`config.mk`:
```
export PLATFORM = sky130hd
export DESIGN_NAME = vc_input_ctrl
export DESIGN_NICKNAME = d
export VERILOG_FILES = /design/src/rtl/vc_input_ctrl_pkg.sv /design/src/rtl/vc_input_ctrl.sv
export SDC_FILE = /design/constraint.sdc
export NUM_CORES = 1
export LEC_CHECK = 0
export CORE_ASPECT_RATIO = 2
export CORE_MARGIN = 1.5
export CORE_UTILIZATION = 43
export DETAILED_ROUTE_END_ITERATION = 10
export HOLD_SLACK_MARGIN = 0.06
export PLACE_DENSITY = 0.85
export SYNTH_ARGS = -nofsm -noshare
export SYNTH_HDL_FRONTEND = slang
export SYNTH_SLANG_ARGS = --single-unit
export TNS_END_PERCENT = 100
```
`constraint.sdc`:
```
create_clock -name clk -period 3.1 [get_ports clk]
set_input_delay 0.465 -clock clk [delete_from_list [all_inputs] [get_ports clk]]
set_output_delay 0.465 -clock clk [all_outputs]
set_load 0.03 [all_outputs]
```
`src/rtl/vc_input_ctrl_pkg.sv`:
```
// Shared NoC types for the router input port: flit format, port ids, VC controller states.
package noc_params;

    localparam int VC_NUM   = 2;
    localparam int PORT_NUM = 5;
    localparam int VC_W     = $clog2(VC_NUM);
    localparam int PORT_W   = $clog2(PORT_NUM);
    localparam int DEST_W   = 4;
    localparam int DATA_W   = 16;

    typedef enum logic [1:0] {HEAD, BODY, TAIL, HEADTAIL} flit_label_t;

    typedef enum logic [PORT_W-1:0] {LOCAL, NORTH, SOUTH, WEST, EAST} port_t;

    typedef struct packed {
        flit_label_t         label;
        logic [VC_W-1:0]     vc_id;
        logic [DEST_W-1:0]   dest;
        logic [DATA_W-1:0]   data;
    } flit_t;

    typedef enum logic [1:0] {IDLE, VA, SA} vc_ctrl_state_t;

    function automatic logic is_head(flit_label_t l);
        return (l == HEAD) || (l == HEADTAIL);
    endfunction

    function automatic logic is_tail(flit_label_t l);
        return (l == TAIL) || (l == HEADTAIL);
    endfunction

endpackage

```
`src/rtl/vc_input_ctrl.sv`:
```
// Per-VC packet controller: route latch, VC allocation, per-flit switch allocation and FIFO pop.
// Optional macro VC_INPUT_CTRL_ERR_EN enables the sticky protocol-error flag and stray-flit drop.
module vc_input_ctrl
    import noc_params::*;
(
    input  logic             clk,
    input  logic             rst,
    input  flit_t            flit_i,
    input  logic             empty_i,
    output logic             read_o,
    input  port_t            out_port_i,
    output logic             va_req_o,
    output port_t            va_port_o,
    input  logic             va_grant_i,
    input  logic [VC_W-1:0]  va_vc_i,
    input  logic             on_off_i,
    output logic             sa_req_o,
    output port_t            sa_port_o,
    input  logic             sa_grant_i,
    output flit_t            flit_o,
    output logic             valid_o,
    output logic             err_o
);

    vc_ctrl_state_t   r_state;
    vc_ctrl_state_t   w_state_nxt;
    port_t            r_port;
    logic [VC_W-1:0]  r_vc;
    flit_t            r_flit;
    logic             r_valid;

    logic             w_head_seen;
    logic             w_sa_req;
    logic             w_sa_fire;

    assign w_head_seen = (r_state == IDLE) && !empty_i && is_head(flit_i.label);
    assign w_sa_req    = (r_state == SA) && !empty_i && on_off_i;
    assign w_sa_fire   = w_sa_req && sa_grant_i;

    always_comb begin
        w_state_nxt = r_state;
        case (r_state)
            IDLE:    if (w_head_seen) w_state_nxt = VA;
            VA:      if (va_grant_i) w_state_nxt = SA;
            SA:      if (w_sa_fire && is_tail(flit_i.label)) w_state_nxt = IDLE;
            default: w_state_nxt = IDLE;
        endcase
    end

    always_ff @(posedge clk or posedge rst) begin
        if (rst) begin
            r_state <= IDLE;
            r_port  <= LOCAL;
            r_vc    <= '0;
            r_flit  <= '0;
            r_valid <= 1'b0;
        end else begin
            r_state <= w_state_nxt;
            r_valid <= w_sa_fire;
            if (w_head_seen) begin
                r_port <= out_port_i;
            end
            if ((r_state == VA) && va_grant_i) begin
                r_vc <= va_vc_i;
            end
            // Flit leaves restamped with the downstream VC won in allocation.
            if (w_sa_fire) begin
                r_flit       <= flit_i;
                r_flit.vc_id <= r_vc;
            end
        end
    end

`ifdef VC_INPUT_CTRL_ERR_EN
    logic r_err;
    logic w_stray;
    logic w_err_evt;

    // Gated by rst so the reset pulse itself never pops the FIFO.
    assign w_stray   = !rst && (r_state == IDLE) && !empty_i && !is_head(flit_i.label);
    assign w_err_evt = w_stray
                     || (w_sa_fire && is_head(flit_i.label))
                     || (va_grant_i && (r_state != VA));

    always_ff @(posedge clk or posedge rst) begin
        if (rst) begin
            r_err <= 1'b0;
        end else if (w_err_evt) begin
            r_err <= 1'b1;
        end
    end

    assign read_o = w_sa_fire || w_stray;
    assign err_o  = r_err;
`else
    assign read_o = w_sa_fire;
    assign err_o  = 1'b0;
`endif

    assign va_req_o  = (r_state == VA);
    assign va_port_o = r_port;
    assign sa_req_o  = w_sa_req;
    assign sa_port_o = r_port;
    assign flit_o    = r_flit;
    assign valid_o   = r_valid;

endmodule

```
==> summary.md <==
| Metric | Value |
|---|---|
| Met3 Resource Use GR | 6.96% |
| CP Max Fanout | 3 |
| Worst EP arrival | slightly below 2000 ps |
| Vias per cell | roughly 5.1 |
| Slew HR | 26.0% |
| Tot GR Track Use | between 15 and 20% |
| Seq cells post-synth | 30 |
| Gr busiest metal | met2 |
| Worst-Skew Late Latency | approximately 280 ps |
| CTS Sinks | 30 |
| CP max stage delay | 670 ps |
| DR vias | around 900 |
| Number of global-route vias before repair | about 940 |
| P&R area growth vs syn | 53.6% |
| Placed cells | roughly 170 |
| DRC Markers | 0 |
| Cts hold-fix bufs | 0 |
| Final Max Slew Viols | 0 |
| HPWL Detailed | around 2200 um |
| Peak supply drop | 839 uV |
| Routed WL per cell | between 15 and 20 um |
| Number of library cell types mapped by synthesis | 18 |
| Final hold violation count | 0 |
| GRT met1 Usage | between 10% and 20% |
| Clock Path Buffers | 2 |
| Row count | 28 |
| CP Class | in2out |
| Top cells by area, synth | dfrtp_1, mux2_4, mux2_2, buf_12, buf_4 |
| Number of max-cap violations | 0 |
| RD Place Congestion | roughly 0.70 |
| CP top delay family | buffers and inverters |
| Non-Filler Instances | between 150 and 200 |
| Period utilization | between 70 and 80% |
| CP cell instances | clkdlybuf4s50_1 -> nand3b_4 -> nor2_8 -> clkdlybuf4s50_1 |
| Post-layout util | between 60% and 70% |
| Syn_nets | 115 |
| Die Y | slightly above 80 um |
| PortBufs | 64 |
| Post-Route WL | between 2000 and 3000 um |
| Pre-antenna DRT Iters | 4 |
| Mean area per synthesized cell | 16.9 um^2 |
| Antenna viol nets, final | 0 |
| Slowest library cell on the worst path | clkdlybuf4s50_1 |
| Clk_skew | just under 5 ps |
| First-pass GRT wire length | between 4000 and 5000 um |
| H-Tree Depth | 2 |
| Power per cell area | roughly 1100 nW/um^2 |
| Synthesized netlist cell count | 80 |
| Die Area | between 3000 and 4000 um^2 |
| Pin count of the biggest net entering global routing | 31 |
| Commonest non-fill, non-tap cells in the layout | clkdlybuf4s50_1, dfrtp_1, mux2_4 |
| Core Box Area | between 2000 and 3000 um^2 |
| Worst setup SP type | input pin |
| Synthesized area | approximately 1400 um^2 |
| Root Driver | clkbuf_8 |
| Initial drt markers | 7 |
| Post-synth top area share | a little under three fifths |
| Final nets | approximately 180 |
| Leading area contributor after synthesis | dfrtp_1 |
| Starting Density | 45.4% |
| CTS tree | yes |
| Antenna cell count | 0 |
| Grt met2 use | between 30% and 40% |
| Status | complete, no violations |
| CTS-repair resized insts | 0 |
| I/O Pins | 67 |
| Leak Pwr | ~0.00094 uW |
| Setup TNS | 0 ps |
| Commonest non-fill, non-tap cell in the layout | clkdlybuf4s50_1 |
| Antenna violations before repair | 0 |
| CP most frequent cell | clkdlybuf4s50_1 |
| Reg clk slew, reported paths | approximately 70 ps |
| Fillers | between 150 and 200 |
| Sequential area share after synthesis | a little under three fifths |
| Final Setup Violations | 0 |
| Hold Path Class | reg2reg |
| CP bufs+invs | 2 |
| Post-CTS Setup Bufs | 0 |
| Synth warnings | 0 |
| Max Freq | roughly 410 MHz |
| Layout cells sized above 1 | ~27% |
| Chip width | ~43 um |
| Worst path required time | around 2600 ps |
| RSZ-0062 raised after global routing | no |
| Final worst path period need | between 2000 and 2500 ps |
| Total gr overflow | 0 |
| Actual slew at the worst max-slew pin | 1110 ps |
| Critical Path End Type | output port |
| TritonCTS Buffers | 5 |
==> worst paths after layout <==
check                                       start                      to  slack (ps)  cells after the start
min in group asynchronous                     rst  flit_o[14]$_DFFE_PP0P_         760                      2
setup reg to reg           r_state[0]$_DFFE_PP0P_  flit_o[19]$_DFFE_PP0P_        1510                      4
hold reg to reg            flit_o[14]$_DFFE_PP0P_  flit_o[14]$_DFFE_PP0P_         510                      1
setup / recovery                          empty_i                  read_o         690                      4
max in group asynchronous                     rst  flit_o[22]$_DFFE_PP0P_        1670                      2
hold / removal             flit_o[14]$_DFFE_PP0P_  flit_o[14]$_DFFE_PP0P_         510                      1
==> worst reg2reg max path, delay by kind of cell (launching register included) <==
family | cells | cell delay [ps]
buf+inv | 1 | 370
mux | 1 | 400
flops | 1 | 420
simple gates | 2 | 280
==> area by class of cell <==
class | count | area, um^2 | area share (%)
clock buffers | 5 | 68.8 | 3.31
inverters | 3 | 11.3 | 0.542
flip-flops and latches | 30 | 751 | 36.1
well taps | 30 | 37.5 | 1.81
repair buffers | 65 | 648 | 31.2
multi-input cells | 41 | 520 | 25.1
clock inverters | 3 | 40.0 | 1.93
==> kinds of logic after synthesis <==
family	count (synthesis)	synth area share (%)
other	1	0.277
buffers and inverters	9	6.01
AOI/OAI and AO/OA	2	0.925
muxes	27	27.8
adders and majority gates	2	1.85
DFF	30	55.5
and+or+nand+nor	9	7.68
==> per-stage QoR <==
step	power [uW]	worst slack, ps	hold WS, ps	instance area [um^2]
2_1_floorplan	1400	1310	474	1350
5_1_grt	2340	659	526	2080
6_report	2240	689	507	2080
3_5_place_dp	1870	684	492	1970
4_1_cts	2270	684	511	2080
3_3_place_gp	1840	697	486	1970
==> registers in the layout (all words and copies together), names as in the netlist <==
| signal | cells |
|---|---|
| sa_port_o | 3 |
| valid_o | 1 |
| r_state | 2 |
| flit_o | 23 |
| r_vc | 1 |
==> cells in the mapped netlist, drive strengths merged <==
library cell	number
conb	1
dfrtp	30
buf	6
inv	3
nand2b	1
nand3b	1
nand2	1
and2b	1
nor4b	1
ha	2
nor2	3
o21ai	1
mux2	27
a21o	1
nor3b	1
==> power by group <==
group	total, uW	switching [uW]	internal [uW]
Clock	380	144	236
Sequential	701	123	578
Combinational	1160	579	581
==> routing by layer <==
layer | vias to the layer above | share of wire [%]
li1 | 397 | -
met1 | 448 | 33
met3 | 9 | 7.6
met4 | 0 | 3.0
met2 | 45 | 56
met5 | - | 0
(Power assumes the default switching activity.)
